`config.mk`:
```
export PLATFORM = sky130hd
export DESIGN_NAME = cvbs_pattern_gen_flat
export DESIGN_NICKNAME = d
export VERILOG_FILES = /design/src/rtl/cvbs_pattern_gen_if.sv /design/src/rtl/cvbs_pattern_gen.sv /design/src/flat_wrapper.sv
export SDC_FILE = /design/constraint.sdc
export NUM_CORES = 1
export LEC_CHECK = 0
export CORE_ASPECT_RATIO = 1.2
export CORE_UTILIZATION = 40
export CTS_BUF_LIST = sky130_fd_sc_hd__clkbuf_16
export DETAILED_ROUTE_END_ITERATION = 8
export GPL_TIMING_DRIVEN = 1
export MAX_ROUTING_LAYER = met4
export PLACE_DENSITY_LB_ADDON = 0.3
export SLEW_MARGIN = 30
export SYNTH_ARGS = -nofsm -noshare
export SYNTH_HDL_FRONTEND = slang
export SYNTH_SLANG_ARGS = --single-unit
```
`constraint.sdc`:
```
create_clock -name clk -period 10.6 [get_ports clk]
set_input_delay 2.12 -clock clk [delete_from_list [all_inputs] [get_ports clk]]
set_output_delay 2.12 -clock clk [all_outputs]
set_load 0.005 [all_outputs]
```
`src/rtl/cvbs_pattern_gen_if.sv`:
```
// Bundle between the CVBS stimulus generator and its consumer (sync detector or bench).
// Each clock with ce=1 is a valid beat: the generator advances one sample, and there is no backpressure.
interface cvbs_pattern_gen_if #(
  parameter int W = 6
);
  logic         ce;
  logic [1:0]   mode;
  logic [W-1:0] cvbs;
  logic         hs_ref;
  logic         vs_ref;
  logic         field_start;
  logic [8:0]   line;
  logic [10:0]  pixel;

  modport master (
    input  ce, mode,
    output cvbs, hs_ref, vs_ref, field_start, line, pixel
  );

  modport slave (
    output ce, mode,
    input  cvbs, hs_ref, vs_ref, field_start, line, pixel
  );
endinterface

```
`src/rtl/cvbs_pattern_gen.sv`:
```
// Composite-video stimulus generator: NORMAL / BK / VECTOR vertical sync styles,
// optional baseline drift in VECTOR mode, and registered ground-truth sync flags.
module cvbs_pattern_gen #(
  parameter int W          = 6,
  parameter int BLACK      = 12,
  parameter int WHITE_BASE = 15,
  parameter int LINE_CLK   = 1536,
  parameter int LINES      = 322,
  parameter int FPORCH     = 40,
  parameter int HS_N       = 113,
  parameter int HS_V       = 257,
  parameter int BPORCH     = 137,
  parameter int SSYNC      = 48,
  parameter int LSYNC      = 720,
  parameter int EQP        = 528,
  parameter int VLONG      = 672,
  parameter int VBL_V      = 24,
  parameter bit DRIFT_EN   = 1'b1,
  parameter int DRIFT_UP   = 2,
  parameter int DRIFT_DN   = 6
) (
  input logic                clk,
  input logic                reset,
  cvbs_pattern_gen_if.master bus
);
  localparam int LW = W + 2;
  localparam int GW = $clog2(EQP + 1);
  localparam logic [1:0] M_NORMAL = 2'd0;
  localparam logic [1:0] M_BK     = 2'd1;
  localparam logic [1:0] M_VECTOR = 2'd2;
  localparam logic [LW-1:0] LVL_MAX = LW'((1 << W) - 1);

  logic [10:0]   pixel_q;
  logic [8:0]    line_q;
  logic [15:0]   acc_q;
  logic [GW-1:0] glob_q;
  logic [1:0]    mode_q;
  logic [W-1:0]  cvbs_q;
  logic          hs_q;
  logic          vs_q;
  logic          fs_q;

  logic          first_px;
  logic [1:0]    eff_mode;
  logic [10:0]   pixel_n;
  logic [8:0]    line_n;
  logic [15:0]   acc_n;
  logic [GW-1:0] glob_n;

  logic [LW-1:0] floor_l;
  logic [LW-1:0] black_l;
  logic [LW-1:0] ramp;
  logic [LW-1:0] level;
  logic [10:0]   hs_w;
  logic [10:0]   hs_end;
  logic [10:0]   bp_end;
  logic [10:0]   half;
  logic [10:0]   w1;
  logic [10:0]   w2;
  logic          vert;
  logic          in_tip;
  logic          hsync;

  function automatic logic [W-1:0] sat_lvl(input logic [LW-1:0] v);
    return (v > LVL_MAX) ? LVL_MAX[W-1:0] : v[W-1:0];
  endfunction

  // The mode for the whole field is taken at line 0 pixel 0, including that first sample.
  always_comb begin
    first_px = (line_q == 9'd0) && (pixel_q == 11'd0);
    eff_mode = first_px ? bus.mode : mode_q;
    if (eff_mode == 2'd3) eff_mode = M_NORMAL;
  end

  always_comb begin
    pixel_n = pixel_q + 11'd1;
    line_n  = line_q;
    if (pixel_q == 11'(LINE_CLK - 1)) begin
      pixel_n = '0;
      line_n  = (line_q == 9'(LINES - 1)) ? '0 : line_q + 9'd1;
    end

    // glob is kept modulo EQP directly; it only matters inside the BK vertical interval.
    glob_n = '0;
    if (line_q <= 9'd2) glob_n = (glob_q == GW'(EQP - 1)) ? '0 : glob_q + GW'(1);

    acc_n = acc_q;
    if (eff_mode != M_VECTOR || !DRIFT_EN)
      acc_n = '0;
    else if (line_q <= 9'd5)
      acc_n = (acc_q > 16'(16'hFFFF - DRIFT_UP)) ? 16'hFFFF : acc_q + 16'(DRIFT_UP);
    else if (line_q >= 9'(VBL_V))
      acc_n = (acc_q < 16'(DRIFT_DN)) ? '0 : acc_q - 16'(DRIFT_DN);
  end

  always_comb begin
    floor_l = LW'(acc_q[15:12]);
    black_l = floor_l + LW'(BLACK);
    hs_w    = (eff_mode == M_VECTOR) ? 11'(HS_V) : 11'(HS_N);
    hs_end  = 11'(FPORCH) + hs_w;
    bp_end  = hs_end + 11'(BPORCH);
    half    = 11'(LINE_CLK / 2);
    w1      = (line_q <= 9'd2) ? 11'(LSYNC) : 11'(SSYNC);
    w2      = (line_q <= 9'd1) ? 11'(LSYNC) : 11'(SSYNC);
    ramp    = LW'(pixel_q[3:0]);
    in_tip  = 1'b0;
    hsync   = 1'b0;
    level   = black_l;

    case (eff_mode)
      M_BK:     vert = (line_q <= 9'd2);
      M_VECTOR: vert = (line_q < 9'(VBL_V));
      default:  vert = (line_q <= 9'd5);
    endcase

    if (vert) begin
      case (eff_mode)
        M_BK:     in_tip = (glob_q >= GW'(SSYNC));
        M_VECTOR: in_tip = (pixel_q < 11'(VLONG));
        default:  in_tip = (pixel_q < w1) || (pixel_q >= half && pixel_q < half + w2);
      endcase
      level = in_tip ? floor_l : black_l;
    end else begin
      hsync = (pixel_q >= 11'(FPORCH)) && (pixel_q < hs_end);
      if (eff_mode == M_VECTOR && (line_q == 9'(VBL_V) || line_q == 9'(VBL_V + 1)))
        ramp = '0;
      if (pixel_q < 11'(FPORCH))  level = black_l;
      else if (hsync)             level = floor_l;
      else if (pixel_q < bp_end)  level = black_l;
      else                        level = floor_l + LW'(WHITE_BASE) + ramp;
    end
  end

  always_ff @(posedge clk or posedge reset) begin
    if (reset) begin
      pixel_q <= '0;
      line_q  <= '0;
      acc_q   <= '0;
      glob_q  <= '0;
      mode_q  <= M_NORMAL;
      cvbs_q  <= '0;
      hs_q    <= 1'b0;
      vs_q    <= 1'b0;
      fs_q    <= 1'b0;
    end else if (bus.ce) begin
      pixel_q <= pixel_n;
      line_q  <= line_n;
      acc_q   <= acc_n;
      glob_q  <= glob_n;
      if (first_px) mode_q <= eff_mode;
      cvbs_q  <= sat_lvl(level);
      hs_q    <= hsync;
      vs_q    <= vert;
      fs_q    <= first_px;
    end
  end

  assign bus.cvbs        = cvbs_q;
  assign bus.hs_ref      = hs_q;
  assign bus.vs_ref      = vs_q;
  assign bus.field_start = fs_q;
  assign bus.line        = line_q;
  assign bus.pixel       = pixel_q;
endmodule

```
`src/flat_wrapper.sv`:
```
// flat-port wrapper written by rule: the top's interface ports become plain ports
module cvbs_pattern_gen_flat 
#(
  parameter int W          = 6,
  parameter int BLACK      = 12,
  parameter int WHITE_BASE = 15,
  parameter int LINE_CLK   = 1536,
  parameter int LINES      = 322,
  parameter int FPORCH     = 40,
  parameter int HS_N       = 113,
  parameter int HS_V       = 257,
  parameter int BPORCH     = 137,
  parameter int SSYNC      = 48,
  parameter int LSYNC      = 720,
  parameter int EQP        = 528,
  parameter int VLONG      = 672,
  parameter int VBL_V      = 24,
  parameter bit DRIFT_EN   = 1'b1,
  parameter int DRIFT_UP   = 2,
  parameter int DRIFT_DN   = 6
)
  (clk, reset, bus_ce, bus_mode, bus_cvbs, bus_hs_ref, bus_vs_ref, bus_field_start, bus_line, bus_pixel);
  cvbs_pattern_gen_if #(.W(W)) bus_i ();
  input logic clk;
  input logic reset;
  input wire logic [$bits(bus_i.ce)-1:0] bus_ce;
  input wire logic [$bits(bus_i.mode)-1:0] bus_mode;
  output wire logic [$bits(bus_i.cvbs)-1:0] bus_cvbs;
  output wire logic [$bits(bus_i.hs_ref)-1:0] bus_hs_ref;
  output wire logic [$bits(bus_i.vs_ref)-1:0] bus_vs_ref;
  output wire logic [$bits(bus_i.field_start)-1:0] bus_field_start;
  output wire logic [$bits(bus_i.line)-1:0] bus_line;
  output wire logic [$bits(bus_i.pixel)-1:0] bus_pixel;
  assign bus_i.ce = bus_ce;
  assign bus_i.mode = bus_mode;
  assign bus_cvbs = bus_i.cvbs;
  assign bus_hs_ref = bus_i.hs_ref;
  assign bus_vs_ref = bus_i.vs_ref;
  assign bus_field_start = bus_i.field_start;
  assign bus_line = bus_i.line;
  assign bus_pixel = bus_i.pixel;
  cvbs_pattern_gen #(.W(W), .BLACK(BLACK), .WHITE_BASE(WHITE_BASE), .LINE_CLK(LINE_CLK), .LINES(LINES), .FPORCH(FPORCH), .HS_N(HS_N), .HS_V(HS_V), .BPORCH(BPORCH), .SSYNC(SSYNC), .LSYNC(LSYNC), .EQP(EQP), .VLONG(VLONG), .VBL_V(VBL_V), .DRIFT_EN(DRIFT_EN), .DRIFT_UP(DRIFT_UP), .DRIFT_DN(DRIFT_DN)) u_core (.clk(clk), .reset(reset), .bus(bus_i));
endmodule
```
==> metrics.txt <==
setup clock skew after layout=0.0100 ns; Mean Syn Cell Area=~8.4 um^2; final-report setup violation count=0; first drt pass iteration count=4; mean routed wirelength per cell=16.9 um; total wire length after detailed routing=11,100 um; share of total power in sequential cells=between 40% and 50%; path category of the worst min-delay check=reg -> reg; fraction of synthesized cell area in xor and xnor cells=about 4.7%; maxcap violations=0; number of enable flip-flop cells after synthesis=0; Core ar.=0.0105 mm^2; headroom to the max-slew limit=about two fifths; share of the synthesized area in compound gates (AO/OA/AOI/OAI)=22.3%; areal power density over the cells=roughly 140 mW/mm^2; required time reported for the critical path endpoint=10.85 ns; total negative setup slack=0 ns; worst slew pin tran=0.874 ns; ranking of synthesized cells by area=sky130_fd_sc_hd__dfrtp_1, sky130_fd_sc_hd__ha_1, sky130_fd_sc_hd__nor2_1; routed via count=just under 4,000; switching part of the total=35.9%; Worst Min Path Start=u_core.bus.hs_ref; number of buffers on the longest clock path=2; switching power summed over all nets=approximately 240 uW; maximum ir drop on the vdd rail=0.000119 V; post-CTS resize count=0; cell accounting for the most synthesized area=sky130_fd_sc_hd__dfrtp_1; gp weighted congestion=between 0.8 and 0.9; Global Route Usage Sum=between 20% and 30%; number of pins exceeding their max-slew limit in the final report=0; number of global-route vias before repair=roughly 3,800; top library cells by usage in the layout, fill and taps aside=sky130_fd_sc_hd__dfrtp_1, sky130_fd_sc_hd__nor2_1, sky130_fd_sc_hd__nand2_1, sky130_fd_sc_hd__ha_1; buffers inserted by post-CTS timing repair=0; fraction of the yosys area taken by sequential cells=approximately a third; number of rows in the core area=41; internal power component=427 uW; upper clock frequency limit=approximately 0.20 GHz; largest net degree at the start of global routing=between 50 and 60; initial antenna violation count=0; quantity of I/O buffers inserted on ports=33; worst hold endpoint=u_core.bus.hs_ref; TritonCTS clock tree=built; Clk pwr share=between 20% and 30%; final standard cell utilization of the core=between 40 and 50%; CP max FO=12; Yosys reg bits=56; Setup crit start kind=primary input; post-detailed-route via-to-cell ratio=approximately 6; period utilization=48.1%; share of Yosys cell area claimed by the top area cell type=between 30% and 40%; RSZ-0062 raised after global routing=no; clock insertion delay at the later pin of the skew report=~0.31 ns; placed wire-length estimate=8160 um; count of mapped cells out of synthesis=just over 500; FF-to-FF setup slack=between 5 and 6 ns; clock-pin slew on the worst setup and hold paths=~0.080 ns; final number of hold-violating endpoints=0; area share of fa/ha/maj cells after synthesis=between 10% and 20%; status=finished clean; launch instance of the worst register-to-register path=u_core.bus.pixel[10]; Critical Path Sink Type=flip-flop; DIE AREA=around 0.011 mm^2; overall die height=between 100 and 150 um; minimum clock period=between 5 and 6 ns; number of inserted diodes=0; die width=a little under 100 um; Primary FF master, synth=sky130_fd_sc_hd__dfrtp_1; Area growth, synth to finish=13.5%; total congestion overflow after global routing=0; endpoint of the lowest-slack register-to-register path=u_core.bus.cvbs[4]; worst setup path class=in -> reg; number of CTS-inserted buffers=5; share of async-settable or async-resettable flops after synthesis=100%; most frequent standard cell in the layout excluding fill and tap cells=sky130_fd_sc_hd__dfrtp_1; DRC violations left=0; count of pins on the block boundary=34; share of power burned in combinational logic=a little under 30%; WP data arrival=5.35 ns; DRC marker count from the first detailed-route iteration=just over 200; Hold Path Depth=2; Post-CTS Hold Buffers=0; Yosys Warn Count=0; library cells used by synthesis=64; global-route wire length before repair=between 15,000 and 20,000 um; share of cell area taken by muxes after synthesis=around 3%; largest family of logic cells by synthesized area=compound AO/OA/AOI/OAI gates; share of final-layout standard cells stronger than drive strength 1=5.64%; cell depth of the worst flop-to-flop path=13; Routed Antenna Nets=0; netlist area before placement=0.00428 mm^2; starting utilization of the core area=40.9%; simple-gate share of the synthesized area=21.0%; net count after synthesis=around 550; Static Leakage=around 2.1 nW; Nets=between 500 and 600; CTS sink count=56; H-tree Lvls=2; CTS Root Buffer Type=sky130_fd_sc_hd__clkbuf_16
[area by class of cell]
cell class / count / area, um^2
Clock inverter: 3 / 26.3
Tap cell: 129 / 161
Timing Repair Buffer: 37 / 360
Multi-Input combinational cell: 396 / 2650
Clock buffer: 5 / 125
Fill cell: 1040 / 5610
Inverter: 35 / 131
Sequential cell: 56 / 1400
[logic make-up (layout without fill, tap and decap cells)]
family,count (synthesis),in the layout
and+or+nand+nor,184,184
xor gates and xnor gates,23,23
buffers and inverters,60,80
DFF,56,56
adders and majority gates,36,36
AOI/OAI and AO/OA,141,141
muxes,12,12
[worst max-delay path by stage]
stage                      startpoint                  to  slack, ns  cells after the start
after CTS                 bus_mode[1]  u_core.bus.cvbs[4]       5.49                     13
after global placement    bus_mode[1]  u_core.bus.cvbs[4]       5.31                     13
after detailed placement  bus_mode[1]  u_core.bus.cvbs[4]       5.18                     13
after global routing      bus_mode[1]  u_core.bus.cvbs[4]       5.18                     13
after floorplan           bus_mode[0]  u_core.bus.cvbs[4]       5.81                     12
final                     bus_mode[1]  u_core.bus.cvbs[4]       5.50                     13
[power by group through the flow]
| stage | Sequential, mW | Combinational (mW) | Clock (mW) |
|---|---|---|---|
| 5_1_grt | 0.300 | 0.223 | 0.188 |
| 4_1_cts | 0.292 | 0.198 | 0.180 |
| 3_3_place_gp | 0.296 | 0.192 | 0 |
| 2_1_floorplan | 0.272 | 0.143 | 0 |
| 6_report | 0.293 | 0.198 | 0.175 |
| 3_5_place_dp | 0.296 | 0.197 | 0 |
[routing by layer]
| layer | part of all wire (%) | routed length [um] | vias up | track usage [%] |
|---|---|---|---|---|
| met5 | 0 | 0 | - | - |
| met4 | 2.0 | 223 | 0 | 7.45 |
| met3 | 4.3 | 481 | 21 | 3.24 |
| met2 | 51 | 5670 | 117 | 38.0 |
| met1 | 43 | 4760 | 1907 | 26.5 |
| li1 | - | - | 1910 | - |
[synth_stat cells (all sizes together) (2+ instances only)]
| library cell | count |
|---|---|
| dfrtp | 56 |
| nor2 | 51 |
| nand2 | 46 |
| ha | 35 |
| o21ai | 35 |
| inv | 34 |
| a21oi | 24 |
| nand3 | 22 |
| clkbuf | 18 |
| nand4 | 16 |
| nor3 | 14 |
| a31oi | 13 |
| xnor2 | 13 |
| xor2 | 10 |
| a211oi | 9 |
| mux2i | 8 |
| nor4 | 8 |
| buf | 7 |
| o22ai | 7 |
| or4 | 6 |
| a21o | 5 |
| a211o | 4 |
| and2 | 4 |
| mux2 | 4 |
| nand2b | 4 |
| o211ai | 4 |
| or3 | 4 |
| a221oi | 3 |
| o2111ai | 3 |
| o221a | 3 |
| o22a | 3 |
| o31ai | 3 |
| a2111oi | 2 |
| a22o | 2 |
| a32oi | 2 |
| and3 | 2 |
| nand3b | 2 |
| o211a | 2 |
| o21bai | 2 |
| o311a | 2 |
| o41ai | 2 |
| or2 | 2 |
[critical path: stages]
cell and delay, ns:
sky130_fd_sc_hd__clkdlybuf4s50_1 0.47, sky130_fd_sc_hd__mux2i_1 0.09, sky130_fd_sc_hd__inv_1 0.07, sky130_fd_sc_hd__ha_1 0.42, sky130_fd_sc_hd__a31oi_1 0.15, sky130_fd_sc_hd__ha_1 0.25, sky130_fd_sc_hd__fa_1 0.41, sky130_fd_sc_hd__a21o_1 0.17
sky130_fd_sc_hd__a21oi_1 0.21, sky130_fd_sc_hd__mux2_2 0.36, sky130_fd_sc_hd__a2111oi_0 0.34, sky130_fd_sc_hd__a211o_1 0.16, sky130_fd_sc_hd__a22o_1 0.12
[sequential cells by signal (all words and copies together), names as in the netlist]
name,cells
u_core.acc_q,15
u_core.glob_q,10
u_core.bus.cvbs,6
u_core.bus.field_start,1
u_core.mode_q,2
u_core.bus.vs_ref,1
u_core.bus.line,9
u_core.bus.pixel,11
u_core.bus.hs_ref,1
[metrics by stage]
| stage | instance area [um^2] | std cells | power, mW | hold WS, ns | setup WS [ns] |
|---|---|---|---|---|---|
| detailed placement | 4690 | 653 | 0.493 | 0.475 | 5.18 |
| finish | 4850 | 661 | 0.666 | 0.505 | 5.50 |
| global route | 4850 | 661 | 0.711 | 0.539 | 5.18 |
| floorplan | 4280 | 512 | 0.416 | 0.470 | 5.81 |
| CTS | 4840 | 661 | 0.670 | 0.507 | 5.49 |
| global placement | 4690 | 653 | 0.488 | 0.478 | 5.31 |
(Power assumes the default switching activity.)
